[config.mk]
export PLATFORM = sky130hd
export DESIGN_NAME = unified_mem_arbiter
export DESIGN_NICKNAME = d
export VERILOG_FILES = /design/src/rtl/unified_mem_arbiter.sv
export SDC_FILE = /design/constraint.sdc
export NUM_CORES = 1
export LEC_CHECK = 0
export CAP_MARGIN = 25
export CORE_AREA = 2 2 133 135
export DETAILED_ROUTE_END_ITERATION = 8
export DIE_AREA = 0 0 135 137
export PLACE_DENSITY_LB_ADDON = 0.3
export SLEW_MARGIN = 25
export SYNTH_ARGS = -nofsm -noshare
export SYNTH_HDL_FRONTEND = slang
export SYNTH_SLANG_ARGS = --single-unit
[constraint.sdc]
create_clock -name clk -period 2.6 [get_ports clk]
set_input_delay 0.78 -clock clk [delete_from_list [all_inputs] [get_ports clk]]
set_output_delay 0.78 -clock clk [all_outputs]
set_load 0.005 [all_outputs]
[src/rtl/unified_mem_arbiter.sv]
// unified_mem_arbiter: shares one single-ported byte-addressable memory between
// instruction fetch and data load/store. Each granted request takes three cycles
// (IDLE grant, ACC memory strobe, RESP ready pulse). Data wins contention until it
// has taken MAX_STREAK grants in a row while fetch waits, then fetch gets one turn.
// Optional build macro ARB_PERF_CNT_EN adds grant and stall performance counters.
module unified_mem_arbiter #(
    parameter int ADDR_W     = 12,
    parameter int MAX_STREAK = 4
) (
    input  logic              clk,
    input  logic              rst,
    input  logic              if_req,
    input  logic [ADDR_W-1:0] if_addr,
    output logic [31:0]       if_rdata,
    output logic              if_ready,
    output logic              stall_if,
    input  logic              d_req,
    input  logic              d_we,
    input  logic [2:0]        d_fun3,
    input  logic [ADDR_W-1:0] d_addr,
    input  logic [31:0]       d_wdata,
    output logic [31:0]       d_rdata,
    output logic              d_ready,
    output logic              d_err,
    output logic              mem_en,
    output logic              mem_we,
    output logic [2:0]        mem_fun3,
    output logic [ADDR_W-1:0] mem_addr,
    output logic [31:0]       mem_wdata,
    input  logic [31:0]       mem_rdata
`ifdef ARB_PERF_CNT_EN
    ,
    output logic [31:0]       perf_if_grants,
    output logic [31:0]       perf_d_grants,
    output logic [31:0]       perf_stall_cyc
`endif
);

    typedef enum logic [1:0] {
        S_IDLE,
        S_ACC,
        S_RESP
    } state_t;

    localparam logic [3:0]        STREAK_MAX = 4'(MAX_STREAK);
    localparam logic [ADDR_W-1:0] WORD_MASK  = ~ADDR_W'(3);
    localparam logic [2:0]        FUN3_WORD  = 3'b010;

    state_t            state;
    state_t            next_state;
    logic              grant_d;
    logic              grant_if;
    logic              d_misaligned;
    logic              mem_access;

    logic              sel_d;
    logic              lat_we;
    logic              lat_mis;
    logic [2:0]        lat_fun3;
    logic [ADDR_W-1:0] lat_addr;
    logic [31:0]       lat_wdata;

    logic [3:0]        streak;
    logic [31:0]       if_rdata_q;
    logic [31:0]       d_rdata_q;

    // Halfword accesses need an even address, word accesses a 4-byte aligned one.
    always_comb begin
        d_misaligned = 1'b0;
        case (d_fun3[1:0])
            2'b01:   d_misaligned = d_addr[0];
            2'b10:   d_misaligned = (d_addr[1:0] != 2'b00);
            default: d_misaligned = 1'b0;
        endcase
    end

    // State register; reset drops any in-flight access.
    always_ff @(posedge clk or negedge rst) begin
        if (!rst) begin
            state <= S_IDLE;
        end else begin
            state <= next_state;
        end
    end

    // Arbitration in IDLE and the fixed ACC -> RESP -> IDLE sequence.
    always_comb begin
        next_state = state;
        grant_d    = 1'b0;
        grant_if   = 1'b0;
        case (state)
            S_IDLE: begin
                if (d_req && ((streak < STREAK_MAX) || !if_req)) begin
                    grant_d    = 1'b1;
                    next_state = S_ACC;
                end else if (if_req) begin
                    grant_if   = 1'b1;
                    next_state = S_ACC;
                end
            end
            S_ACC:   next_state = S_RESP;
            S_RESP:  next_state = S_IDLE;
            default: next_state = S_IDLE;
        endcase
    end

    // Capture the granted request so the requester's fields may change afterwards.
    always_ff @(posedge clk or negedge rst) begin
        if (!rst) begin
            sel_d     <= 1'b0;
            lat_we    <= 1'b0;
            lat_mis   <= 1'b0;
            lat_fun3  <= 3'b000;
            lat_addr  <= '0;
            lat_wdata <= 32'h0;
        end else if (grant_d) begin
            sel_d     <= 1'b1;
            lat_we    <= d_we;
            lat_mis   <= d_misaligned;
            lat_fun3  <= d_fun3;
            lat_addr  <= d_addr;
            lat_wdata <= d_wdata;
        end else if (grant_if) begin
            sel_d     <= 1'b0;
            lat_we    <= 1'b0;
            lat_mis   <= 1'b0;
            lat_fun3  <= FUN3_WORD;
            lat_addr  <= if_addr & WORD_MASK;
            lat_wdata <= 32'h0;
        end
    end

    // Count data grants taken while fetch waits; any fetch grant or idle fetch clears it.
    always_ff @(posedge clk or negedge rst) begin
        if (!rst) begin
            streak <= 4'd0;
        end else if (state == S_IDLE) begin
            if (grant_if || !if_req) begin
                streak <= 4'd0;
            end else if (grant_d && (streak != STREAK_MAX)) begin
                streak <= streak + 4'd1;
            end
        end
    end

    // Memory strobe in ACC, ready pulses in RESP, read data shown live during the pulse.
    always_comb begin
        mem_access = (state == S_ACC) && !lat_mis;
        mem_en     = mem_access;
        mem_we     = mem_access && lat_we;
        mem_fun3   = mem_access ? lat_fun3 : 3'b000;
        mem_addr   = mem_access ? lat_addr : '0;
        mem_wdata  = mem_access ? lat_wdata : 32'h0;
        if_ready   = (state == S_RESP) && !sel_d;
        d_ready    = (state == S_RESP) && sel_d;
        d_err      = d_ready && lat_mis;
        if_rdata   = if_ready ? mem_rdata : if_rdata_q;
        d_rdata    = d_rdata_q;
        if (d_ready) begin
            if (lat_mis) begin
                d_rdata = 32'h0;
            end else if (!lat_we) begin
                d_rdata = mem_rdata;
            end
        end
        stall_if   = if_req && !if_ready;
    end

    // Hold the last delivered read data between ready pulses.
    always_ff @(posedge clk or negedge rst) begin
        if (!rst) begin
            if_rdata_q <= 32'h0;
            d_rdata_q  <= 32'h0;
        end else begin
            if_rdata_q <= if_rdata;
            d_rdata_q  <= d_rdata;
        end
    end

`ifdef ARB_PERF_CNT_EN
    // Free-running grant and fetch-stall counters, wrapping naturally.
    always_ff @(posedge clk or negedge rst) begin
        if (!rst) begin
            perf_if_grants <= 32'h0;
            perf_d_grants  <= 32'h0;
            perf_stall_cyc <= 32'h0;
        end else begin
            if (grant_if) perf_if_grants <= perf_if_grants + 32'd1;
            if (grant_d)  perf_d_grants  <= perf_d_grants + 32'd1;
            if (stall_if) perf_stall_cyc <= perf_stall_cyc + 32'd1;
        end
    end
`endif

endmodule

==> run_results.csv, run 1 <==
group,metric,value,unit
final_layout,multi_input_area,0.00238,mm2
worst_setup_path,r2r_cells,5,
timing,whs,368,ps
cts,cts_buffers,17,
worst_setup_path,cp_top_family,"buffers and inverters",
drt,dr.pass1.iters,4,
outcome,violations,"negative setup slack",
drt,routed_wl,18600,um
timing,rsz0062_at_grt,"true",
worst_setup_path,startpoint,"lat_we",
cts,cts_tree,"yes",
power_and_ir_drop,switching_share,31.3,%
grt,met2_usage,27.6,%
power_and_ir_drop,power_switching,3.90,mW
timing,finalWorstSetupSlack,-240,ps
drt,first_iter_violations,155,
place,port_buffers,210,
cts,h-tree-depth,4,
worst_setup_path,r2r_slack,770,ps
synth,synth_edf_count,0,
timing,min_period_over_period,109,%
synth,syn-num-nets,543,
power_and_ir_drop,power_frac_clock,19.0,%
power_and_ir_drop,leakagePower,5.09,nW
job,cap_violations,0,
worst_setup_path,path_buf_inv,5,
synth,synth_flop_cell,"dfrtp_1",
cts,clock_path_buffers,2,
synth,avgSynthCellArea,11.4,um2
synth,yosysMostFrequentCell,"dfrtp_1",
grt,antenna_found_initial,0,
final_layout,layoutNonFillerInstCount,1022,
grt,grt_pass1_wl,23700,um
timing,hold_viol_final,0,
worst_setup_path,critical_path.max_fanout,7,
worst_setup_path,path_cells,"nor4bb_4, buf_6, buf_6, clkbuf_16, buf_4, nand2_4, a21oi_2, buf_2",
synth,synthTopCellsByCount,"120 x dfrtp_1, 65 x nand2_1, 49 x and2_1",
grt,grt_pass1_vias,4569,
final_layout,final_nets,884,
synth,syn_area,0.00505,mm2
worst_setup_path,cp_slowest_stage_delay,440,ps
power_and_ir_drop,comb_power_share,55.2,%
grt,groute.layer.met3.usage,5.52,%
synth,ys_seq_area_share,59.5,%
final_layout,seq_area,0.00301,mm2
worst_setup_path,cpMaxStageDelayCell,"dfrtp_2",
place,pre_cts_ws,-250,ps
timing,worstMarginPinSlew,570,ps
floorplanning,die_area,0.0185,mm2
worst_setup_path,r2r-end,"lat_addr[8]",
floorplanning,io_pins,213,
final_layout,fin_area,0.00987,mm2
floorplanning,fp.dieW,135,um
timing,timing.fmax,0.352,GHz
power_and_ir_drop,report.power.total,12.4,mW
power_and_ir_drop,intPower,8.54,mW
final_layout,fill_cells,1374,
grt,track_usage,16.5,%
synth,yosys_warnings,0,
worst_setup_path,cp.arrival,2060,ps
power_and_ir_drop,peakVddDrop,0.000621,V
floorplanning,start_util,29.6,%
cts,cts_hold_buf,0,
cts,clockRootBuffer,"clkbuf_16",
drt,num_vias,4742,
synth,netlist_top_cells_area,"dfrtp_1 59%, mux2_2 6.9%, a22o_1 6.6%",
floorplanning,row_count,48,
synth,ys_types,31,
worst_setup_path,cp_common_cell,"buf_6",
timing,setup_viol,102,
worst_setup_path,crit-reg2reg-launch,"state[0]",
worst_hold_path,hold_class,"input pin to async pin",
drt,drc,0,
timing,clock-skew-final,8.66,ps
synth,yosysTopAreaCellShare,59.5,%
final_layout,diodes,0,
synth,synth_seq_cells,120,
grt,grt_overflow_total,0,
power_and_ir_drop,seqPwrFrac,25.8,%
final_layout,drive_gt1_share,53.7,%
worst_setup_path,required,1820,ps
final_layout,syn2layout_area_growth,95.6,%
place,place_area,0.00771,mm2
power_and_ir_drop,p_per_area,1260,mW/mm2
cts,insertion_delay,410,ps
worst_setup_path,cp-end-kind,"primary output",
drt,wire_per_inst,18.2,um
grt,grt_max_degree,50,
synth,async_flop_share,100,%
outcome,outcome,"complete, but fails checks",
grt,busiest_layer,"met2",
timing,slew_violations,0,
drt,via_per_inst,4.64,
cts,clk_pin_slew,60,ps
place,gp_congestion,0.745,
worst_setup_path,startpoint_type,"flip-flop",
worst_setup_path,critical_path_class,"flip-flop to primary output",
place,dpl.hpwl,9920,um
grt,grt_use_met1,20.1,%
floorplanning,coreArea,0.0171,mm2
drt,ant_nets,0,
cts,cts.sinks,120,
synth,synth_area_leader_cell,"dfrtp_1",
timing,slew_headroom,62.0,%
place,placed_cells,884,
floorplanning,die_height,137,um
timing,min_period,2840,ps
synth,postSynthCellCount,443,
[worst reg2reg max path, cell delays in order, from the launching register on]
cell and delay [ps]:
dfrtp_2 460, buf_6 140, buf_4 130, nor2_4 220
o311a_1 540, a222oi_1 180
[power by group through the flow]
stage                     clock network (mW)  registers (mW)  logic (mW)
after floorplan                            0            3.04        2.01
after global placement                     0            3.13        4.74
after detailed placement                   0            3.15        4.85
after CTS                               2.42            3.15        4.82
after global routing                    2.51            3.31        7.31
final                                   2.37            3.20        6.87
[kinds of logic after synthesis]
group / synth area share (%)
flip-flops: 59.5
buffers and inverters: 6.00
AO/OA/AOI/OAI: 13.0
AND/OR/NAND/NOR: 13.4
adder cells (fa/ha/maj): 0.992
multiplexers: 7.14
[metal layers]
| layer | wire length [um] | part of all wire [%] |
|---|---|---|
| met5 | 0 | 0 |
| met3 | 1270 | 6.8 |
| met4 | 362 | 2.0 |
| met2 | 9430 | 51 |
| met1 | 7500 | 40 |
[timing repair]
item                                    CTS  global route
gates cloned                              0            12
pin swaps                                 0            76
endpoints found under the setup margin  116           116
setup buffers                             0            95
hold endpoints to repair                  0             0
resized for setup                       128           473
[sequential cells by signal (all words and copies together) (netlist names)]
register / flops
d_rdata_q: 32
state: 2
streak: 4
lat_fun3: 3
if_rdata_q: 32
lat_mis: 1
lat_wdata: 32
lat_addr: 12
lat_we: 1
sel_d: 1
[how the worst max path moves through the flow]
| stage | to | slack [ps] | cells after the start |
|---|---|---|---|
| global route | d_rdata[25] | -330 | 8 |
| CTS | mem_wdata[13] | -460 | 6 |
| finish | d_rdata[20] | -240 | 8 |
| global placement | d_rdata[2] | -250 | 4 |
| floorplan | if_rdata[23] | 460 | 3 |
| detailed placement | d_rdata[7] | -250 | 4 |
[area by class of cell]
type	count	share of cell area (%)
clock buffer	22	4.70
clock inverter	10	1.27
inverter	36	1.37
multi-input combinational	255	24.1
sequential	120	30.5
tap	225	2.85
timing repair buffer	354	35.2
[cell usage in the layout, fill, tap and decap left out, types with 7 or more instances in the layout]
master           count
dfrtp_1            117
a222oi_1            10
buf_12              16
a21oi_2             25
clkinv_2             7
clkbuf_2            32
nand2_1             35
buf_6               78
clkdlybuf4s50_1     92
buf_4               80
a22o_1              38
mux2_4              32
inv_1               36
and2_1               8
buf_8                9
dlymetal6s2s_1       9
a21oi_4              7
buf_2               30
clkbuf_16           25
nand2_4             26
and2_4              41
[through the flow]
| step | setup TNS (ps) | util, % |
|---|---|---|
| 2_1_floorplan | 0 | - |
| 3_3_place_gp | -11000 | 45.2 |
| 3_5_place_dp | -15040 | 45.2 |
| 4_1_cts | -37810 | 49.0 |
| 5_1_grt | -21790 | 57.9 |
| 6_report | -11970 | 57.9 |
(Power assumes the default switching activity.)
==> run 2: changes to the inputs <==
Clock period 2.6 ns to 2.3 ns, I/O delays scaled along.
==> run 2 against run 1 <==
- the flow still finishes with violations (negative setup slack)
- flip-flop and latch count did not move
- combinational power rose by 23%
- non-clock buffer count rose by 49
- largest cell class unchanged
- sequential share of layout area fell by 1.1 points
- highest routed layer unchanged
==> run_results.csv, run 2 (same netlist as run 1, synthesis figures left out) <==
group,metric,value,unit
grt,grt_overflow_total,0,
timing,slew_headroom,56.1,%
cts,clockRootBuffer,"clkbuf_16",
cts,h-tree-depth,4,
worst_setup_path,cp_common_cell,"buf_6",
floorplanning,fp.dieW,135,um
power_and_ir_drop,p_per_area,1460,mW/mm2
drt,dr.pass1.iters,4,
drt,first_iter_violations,220,
worst_setup_path,r2r-end,"d_rdata_q[1]",
grt,track_usage,20.9,%
outcome,violations,"negative setup slack",
timing,min_period,2850,ps
drt,drc,0,
worst_setup_path,r2r_cells,12,
floorplanning,start_util,29.6,%
outcome,outcome,"complete, but fails checks",
drt,wire_per_inst,19.2,um
cts,insertion_delay,410,ps
timing,hold_viol_final,0,
timing,setup_viol,116,
floorplanning,die_area,0.0185,mm2
timing,worstMarginPinSlew,659,ps
drt,num_vias,4991,
power_and_ir_drop,peakVddDrop,0.000706,V
timing,fin_setup_tns,-47730,ps
final_layout,drive_gt1_share,51.4,%
timing,rsz0062_at_grt,"true",
timing,timing.fmax,0.350,GHz
worst_setup_path,cp.arrival,2160,ps
drt,route.layer.met1.wl,8190,um
worst_setup_path,path_buf_inv,6,
worst_setup_path,crit-reg2reg-launch,"state[0]",
floorplanning,row_count,48,
cts,cts_tree,"yes",
worst_setup_path,startpoint_type,"flip-flop",
floorplanning,coreArea,0.0171,mm2
floorplanning,die_height,137,um
timing,finalWorstSetupSlack,-554,ps
worst_setup_path,r2r_slack,220,ps
job,cap_violations,0,
drt,routed_wl,20600,um
final_layout,final_nets,933,
place,port_buffers,210,
floorplanning,io_pins,213,
grt,grt_max_degree,121,
timing,clock-skew-final,8.94,ps
timing,min_period_over_period,124,%
cts,clk_pin_slew,60,ps
worst_hold_path,hold_class,"input pin to async pin",
power_and_ir_drop,leakagePower,5.16,nW
cts,clock_path_buffers,2,
timing,slew_violations,0,
worst_setup_path,cpMaxStageDelayCell,"dfrtp_2",
place,gp_congestion,0.741,
cts,cts_buffers,17,
worst_setup_path,critical_path_class,"flip-flop to primary output",
worst_setup_path,cp_top_family,"buffers and inverters",
final_layout,final_cell_mix,"118 x dfrtp_1, 118 x buf_4, 92 x clkdlybuf4s50_1, 80 x buf_6, 47 x and2_1",
drt,met2_length,10400,um
grt,grt_pass1_vias,5259,
cts,cts.sinks,120,
worst_setup_path,path_cells,"buf_12, nor3b_4, buf_6, buf_12, buf_8, buf_6, mux2_4, buf_6",
place,dpl.hpwl,9650,um
drt,via_per_inst,4.66,
final_layout,syn2layout_area_growth,103,%
drt,wl_met3,1370,um
grt,grt_pass1_wl,29300,um
worst_setup_path,cp_slowest_stage_delay,460,ps
worst_setup_path,critical_path.max_fanout,5,
final_layout,diodes,0,
grt,antenna_found_initial,0,
worst_setup_path,required,1610,ps
place,place_area,0.00771,mm2
final_layout,fin_area,0.0102,mm2
cts,cts_hold_buf,0,
drt,ant_nets,0,
worst_setup_path,cp-end-kind,"primary output",
drt,top_layer,"met4",
final_layout,largest_registers,"d_rdata_q x32, if_rdata_q x32, lat_wdata x32",
-- run 2: worst max path at each step --
stage	from	to	slack, ps	depth (start not counted)
after floorplan	state[0]	if_rdata[23]	250	3
after global placement	mem_rdata[2]	d_rdata[2]	-370	4
after global routing	state[0]	if_rdata[17]	-620	8
after detailed placement	mem_rdata[20]	d_rdata[20]	-380	4
final	state[0]	if_rdata[17]	-550	8
after CTS	state[0]	if_rdata[14]	-540	8
-- run 2: final cells by class --
cell class                      count  area (um2)
Inverter                           36         135
Timing Repair Buffer              403        3860
Fill cell                        1340        6820
Clock inverter                     11         170
Tap cell                          225         282
Clock buffer                       21         470
Sequential cell                   120        3010
Multi-Input combinational cell    255        2320
-- run 2: routing by layer --
metal  global-route usage [%]  up-vias
met5                        0        -
met4                     7.99        0
met3                     6.44       38
met2                     35.3      205
met1                     25.1     2466
li1                         -     2282
-- run 2: timing repair --
action,CTS,global route
endpoints found under the setup margin,117,117
cloned,8,2
gates resized for setup,524,134
setup buffers,117,39
endpoints found under the hold margin,0,0
pin swaps,39,36
-- run 2: power breakdown --
group	switching (mW)	leakage (nW)	internal [mW]
Sequential	0.459	1.47	3.14
Combinational	3.28	3.38	5.17
Clock	1.00	0.305	1.90
Total	4.74	5.16	10.2
-- run 2: stage by stage --
step	worst slack, ps	std cells	utilization, %	hold slack [ps]	power (mW)
detailed placement	-377	887	45.2	476	9.09
floorplan	254	443	-	394	5.71
global placement	-372	887	45.2	473	8.95
CTS	-544	1042	57.4	408	13.8
global route	-615	1071	60.0	424	15.7
finish	-554	1071	60.0	366	15.0
==> run 3: changes to the inputs <==
Settings changed: ABC_AREA from default to 1, CORE_AREA 2 2 133 135 to 2 2 120 122, DIE_AREA 0 0 135 137 to 0 0 122 124, PLACE_DENSITY from default to 0.84, PLACE_DENSITY_LB_ADDON 0.3 to default.
==> run 3 against run 2 <==
- die area shrank 18%
- flip-flop and latch count is the same
- cell count grew 18%
- global-route usage grew 9.1 points
- combinational power grew 27%
- clock-buffer cell count is the same
- the run still ends with negative setup slack left
==> run_results.csv, run 3 <==
group,metric,value,unit
synth,postSynthCellCount,657,
place,dpl.hpwl,10500,um
final_layout,fill_cells,755,
grt,met2_usage,50.2,%
final_layout,layout_commonest_cell,"buf_4",
worst_setup_path,critical_path_class,"flip-flop to primary output",
worst_setup_path,startpoint_type,"flip-flop",
drt,wire_per_inst,20.9,um
synth,syn_area,0.00545,mm2
floorplanning,coreArea,0.0137,mm2
drt,first_iter_violations,583,
floorplanning,row_count,43,
timing,slew_violations,0,
final_layout,multi_input_area,0.00276,mm2
cts,cts_hold_buf,0,
cts,clock_path_buffers,2,
synth,ys_types,28,
final_layout,drive_gt1_share,52.5,%
place,port_buffers,210,
synth,syn-num-nets,757,
drt,ant_nets,0,
floorplanning,die_area,0.0151,mm2
cts,insertion_delay,430,ps
grt,grt_use_met1,32.3,%
floorplanning,fp.dieW,122,um
final_layout,largest_registers,"d_rdata_q x32, if_rdata_q x32, lat_wdata x32",
cts,clockRootBuffer,"clkbuf_16",
cts,cts_tree,"yes",
synth,synth_area_leader_cell,"dfrtp_1",
final_layout,final_nets,1168,
final_layout,syn2layout_area_growth,103,%
cts,h-tree-depth,4,
synth,yosysMostFrequentCell,"nand2_1",
grt,grt_pass1_vias,6407,
grt,track_usage,30.0,%
floorplanning,start_util,39.7,%
synth,muxShareOfSynthArea,0,%
synth,synth_edf_count,0,
outcome,outcome,"complete, but fails checks",
synth,async_flop_share,100,%
timing,rsz0062_at_grt,"true",
synth,netlist_top_cells_area,"dfrtp_1 55%, nand2_1 9.3%, inv_1 7.0%",
power_and_ir_drop,report.power.total,17.2,mW
drt,dr.pass1.iters,5,
timing,worstMarginPinSlew,655,ps
timing,clock-skew-final,20.8,ps
timing,min_period,2700,ps
power_and_ir_drop,leakagePower,5.57,nW
synth,synth_flop_cell,"dfrtp_1",
place,gp_congestion,0.781,
floorplanning,io_pins,213,
job,cap_violations,0,
timing,slew_headroom,56.3,%
synth,synth_top_family_by_area,"simple AND/OR/NAND/NOR gates",
worst_setup_path,cp-end-kind,"primary output",
worst_setup_path,required,1610,ps
grt,grt_pass1_wl,34100,um
place,placed_cells,1079,
power_and_ir_drop,p_per_area,1550,mW/mm2
final_layout,layoutNonFillerInstCount,1260,
synth,ys_seq_area_share,55.1,%
outcome,violations,"negative setup slack",
synth,yosysTopAreaCellShare,55.1,%
grt,grt_overflow_total,0,
worst_hold_path,hold_class,"input pin to async pin",
worst_setup_path,critical_path.max_fanout,16,
grt,groute.layer.met3.usage,12.6,%
timing,timing.fmax,0.370,GHz
drt,num_vias,6459,
timing,setup_viol,114,
drt,via_per_inst,5.13,
timing,whs,345,ps
timing,hold_viol_final,0,
timing,min_period_over_period,117,%
floorplanning,die_height,124,um
worst_setup_path,cp.arrival,2010,ps
synth,avgSynthCellArea,8.29,um2
synth,synthTopCellsByCount,"135 x nand2_1, 120 x dfrtp_1, 101 x inv_1",
cts,clk_pin_slew,70,ps
grt,busiest_layer,"met2",
synth,synth-compound-area-share,8.22,%
timing,fin_setup_tns,-24610,ps
synth,synth_seq_cells,120,
final_layout,fin_util,80.7,%
synth,synth_xor_area_share,0,%
place,pre_cts_ws,-379,ps
synth,yosys_warnings,0,
timing,finalWorstSetupSlack,-400,ps
cts,cts_buffers,17,
drt,routed_wl,26400,um
power_and_ir_drop,peakVddDrop,0.000875,V
final_layout,fin_area,0.0111,mm2
cts,cts.sinks,120,
final_layout,final_cell_mix,"121 x buf_4, 119 x dfrtp_1, 99 x inv_1, 92 x clkdlybuf4s50_1",
synth,synth-simple-area-share,24.0,%
drt,drc,0,
grt,grt_max_degree,121,
synth,synth_adder_area_share,0.919,%
final_layout,seq_area,0.00300,mm2
place,place_area,0.00818,mm2
grt,antenna_found_initial,1,
-- run 3: changes by cell type after synthesis, moves of 8 or more --
| cell | delta |
|---|---|
| nand2_1 | +70 |
| inv_1 | +65 |
| o21ai_1 | +44 |
| nor2_1 | +95 |
| and2_1 | -48 |
| o21ai_0 | +27 |
| buf_6 | +8 |
| a22o_1 | -38 |
| a21oi_1 | -33 |
| nor2_2 | +19 |
| mux2_2 | -31 |
| nand3_1 | +43 |
| a222oi_1 | -10 |
-- run 3: critical path, cell delays in order (launching register included) --
cell and delay [ps]:
dfrtp_2 410, buf_6 130, nand3_4 100, buf_6 120, nor2_4 50, inv_4 90, buf_12 180, o21ai_1 100
nor2_1 230, buf_2 180
-- run 3: layout make-up --
cell class                 count  area share (%)
timing repair buffer         429            37.0
sequential                   120            27.1
multi-input combinational    394            25.0
clock buffer                  21            4.25
inverter                     106            3.73
tap                          180            2.03
clock inverter                 9           0.904
antenna                        1          0.0226
-- run 3: path summary, 6_finish.rpt --
| check | startpoint | to | slack, ps | cells after the start |
|---|---|---|---|---|
| min | rst | d_rdata_q[1] | 350 | 2 |
| max in group asynchronous | rst | state[1] | 1430 | 2 |
| min in group clk | lat_addr[5] | lat_addr[5] | 480 | 2 |
| min reg2reg | lat_addr[5] | lat_addr[5] | 480 | 2 |
| max | state[1] | d_rdata[19] | -400 | 9 |
| max reg2reg | state[0] | if_rdata_q[8] | 10 | 17 |
-- run 3: report_power, final --
| group | switching (mW) | internal, mW | total [mW] |
|---|---|---|---|
| logic | 5.06 | 5.67 | 10.7 |
| registers | 0.632 | 3.15 | 3.79 |
| clock network | 0.980 | 1.66 | 2.64 |
| total | 6.67 | 10.5 | 17.2 |
-- run 3: cells by family after synthesis --
| logic type | count (synthesis) |
|---|---|
| adder cells (fa/ha/maj) | 4 |
| buffers and inverters | 143 |
| AO/OA/AOI/OAI | 86 |
| AND/OR/NAND/NOR | 304 |
| flip-flops | 120 |
-- run 3: repair_timing --
item / CTS / global route
setup endpoints to repair: 117 / 123
pin swaps: 49 / 45
setup buffers: 129 / 38
cloned: 8 / 3
gates resized for setup: 644 / 259
-- run 3: layer usage --
metal | wire length (um) | share of wire, % | vias to the layer above
met1 | 9490 | 36 | 3119
met5 | 0 | 0 | -
met2 | 12900 | 49 | 384
met4 | 1410 | 5.3 | 0
met3 | 2590 | 9.8 | 123
li1 | - | - | 2833
==> patch (config.mk and constraints of run 2) <==
`d_rdata_q` no longer has a reset.
--- a/src/rtl/unified_mem_arbiter.sv
+++ b/src/rtl/unified_mem_arbiter.sv
@@ -171,9 +171,11 @@
         if (!rst) begin
             if_rdata_q <= 32'h0;
-            d_rdata_q  <= 32'h0;
         end else begin
             if_rdata_q <= if_rdata;
-            d_rdata_q  <= d_rdata;
         end
+    end
+
+    always_ff @(posedge clk) begin
+        d_rdata_q <= d_rdata;
     end
 
Check against the original RTL: differs if rst is asserted again (counterexample within 4 cycles, from zero or initial values and one cycle with rst low); with rst held inactive, the same outputs for 10 cycles.
==> patch against run 2 <==
- the run still ends with setup timing left
- synthesized cell count is the same
- worst setup slack gained 0.076 ns
- highest routed layer unchanged
- area after synthesis shrank 3.2%
- routed wire length shrank 15%
- cell area shrank 9.2%
- power shrank 9.5%
- register-to-register slack gained 0.05 ns
- utilization shrank 5.5 points
- combinational power shrank 17%
- count of clock-buffer cells in the layout grew 5
- first-iteration DRC count shrank 13%
- sequential cell count is the same
- largest cell class unchanged
==> patch: results (changes against run 2) <==
* Layout Skew at 0.00585 ns (was 0.00894 ns)
* RePlAce Congestion at 0.736 (was 0.741)
* Fraction of layout cells with a size suffix above 1 at 0.494 (was 0.514)
* Failing checks: setup timing (unchanged)
* Clock Network Area Fraction at 0.0693 (was 0.0626)
* Final wirelength at 17.4 mm (was 20.6 mm)
* Mean Syn Cell Area at 11.0 um2 (was 11.4 um2)
* Dpl ws at -0.381 ns (was -0.377 ns)
* Asr flop ratio synth at 0.733 (was 1.00)
* Post-Synth Adder-Cell Area at 0.0102 (was 0.00992)
* Layout area overhead at 90.2% (was 103%)
* Placed cells at 867 (was 887)
* Count of multi-input gates at 255 (unchanged)
* Final Instance Count excl. Fillers at 1011 (was 1071)
* Clkbuf count at 26 (was 21)
* Post-synthesis mux area share at 0.0737 (was 0.0714)
* Multi-input gate area at 0.00217 mm2 (was 0.00232 mm2)
* Num rows at 48 (unchanged)
* Post-Synth XOR/XNOR Area at 0 (unchanged)
* Synthesized Nets at 543 (unchanged)
* Synth cell count leaders: dfrtp_1 (88), nand2_1 (65), and2_1 (49) (was dfrtp_1 (120), nand2_1 (65), and2_1 (49))
* Library cells used by synthesis at 32 (was 31)
* Largest net degree at the start of global routing at 54 (was 121)
* Fillcell total at 1457 (was 1340)
* Sequential fraction of the synthesis area at 0.582 (was 0.595)
* HP Class: input pin to asynchronous set/reset pin (unchanged)
* Final Max Slew Viols at 0 (unchanged)
* Non-CTS buffers at 343 (was 403)
* R2R depth at 11 (was 12)
* Top Registers: d_rdata_q: 32 flops, if_rdata_q: 32 flops, lat_wdata: 32 flops (unchanged)
* Vias per cell at 4.59 (was 4.66)
* Signal buffers share of area at 0.347 (was 0.377)
* Worst Tran Pin Value at 0.511 ns (was 0.659 ns)
* Antenna diode count at 0 (unchanged)
* GRT Total Usage at 0.178 (was 0.209)
* Synth warn at 0 (unchanged)
* Crit-path max FO at 8 (was 5)
* DP Wirelength at 9.61 mm (was 9.65 mm)
* Port Buffer Count at 210 (unchanged)
* # setup viols final at 114 (was 116)
* Vias in the first global route at 4777 (was 5259)
* First-pass GRT wire length at 25.3 mm (was 29.3 mm)
* Compound-Gate Fraction of Synth Area at 0.134 (was 0.130)
* P_leak at 4.63 nW (was 5.16 nW)
* Largest cells by area after synthesis: dfrtp_1 (45%), dfxtp_1 (13%), mux2_2 (7.1%), a22o_1 (6.8%), and2_1 (6.3%) (was dfrtp_1 (59%), mux2_2 (6.9%), a22o_1 (6.6%), and2_1 (6.1%), nand2_1 (4.8%))
* DP Area at 0.00741 mm2 (was 0.00771 mm2)
* Sequential cell area share at 0.306 (was 0.293)
* Setup tns final at -37.97 ns (was -47.73 ns)
* H-tree levels at 4 (unchanged)
* Clock Pin Slew Worst Setup and Hold Paths at approximately 0.05 ns
* DRT Pass-1 Iters at 5 (was 4)
* Worst-case vdd ir drop at 0.645 mV (was 0.706 mV)
* CP arrival at 2.09 ns (was 2.16 ns)
* DR iter-0 viols at 192 (was 220)
* Commonest register cell after synthesis: dfrtp_1 (unchanged)
* PnR worst setup slack at -0.478 ns (was -0.554 ns)
* Status: finished, violations left (unchanged)
patch: cell types whose count changed after synthesis, sizes merged:
cell,delta
dfrtp,-32
dfxtp,+32
patch: final timing paths:
kind | start | end | slack (ns)
max | state[0] | mem_addr[5] | -0.48
min | rst | lat_wdata[12] | 0.24
max reg2reg | state[0] | d_rdata_q[5] | 0.27
min reg2reg | d_rdata_q[25] | d_rdata_q[25] | 0.45
max in group asynchronous | rst | state[0] | 1.36
min in group clk | d_rdata_q[25] | d_rdata_q[25] | 0.45
patch: critical path, cell delays in order, from the launching register on:
cell       delay, ns
dfrtp_2         0.45
buf_4           0.15
buf_6           0.10
nor2b_4         0.11
and2b_4         0.19
buf_6           0.13
clkbuf_16       0.15
buf_4           0.13
and2_4          0.15
buf_6           0.11
patch: metal layers:
layer / vias to the layer above / wire length [um] / global-route usage / share of wire
met3: 19 / 1100 / 0.0481 / 0.063
met1: 2280 / 7390 / 0.213 / 0.42
met5: - / 0 / 0 / 0
met2: 174 / 8740 / 0.309 / 0.50
li1: 2165 / - / - / -
met4: 0 / 208 / 0.0637 / 0.012
patch: cell families after synthesis:
family                     after synthesis
and+or+nand+nor                        129
DFF                                    120
AOI/OAI and AO/OA                       90
buffers and inverters                   68
muxes                                   32
adders and majority gates                4
patch: power by group:
group	leakage [nW]	internal, mW	switching, mW
sequential	1.34	3.15	0.449
combinational	2.98	4.29	2.74
clock	0.307	1.96	0.938
total	4.63	9.40	4.13
patch: what timing repair did:
| item | in CTS | in global routing |
|---|---|---|
| endpoints found under the setup margin | 117 | 116 |
| hold buffers | 0 | 0 |
| cloned | 8 | 3 |
| gates resized for setup | 401 | 219 |
| pin swaps | 21 | 41 |
| buffers inserted | 64 | 54 |
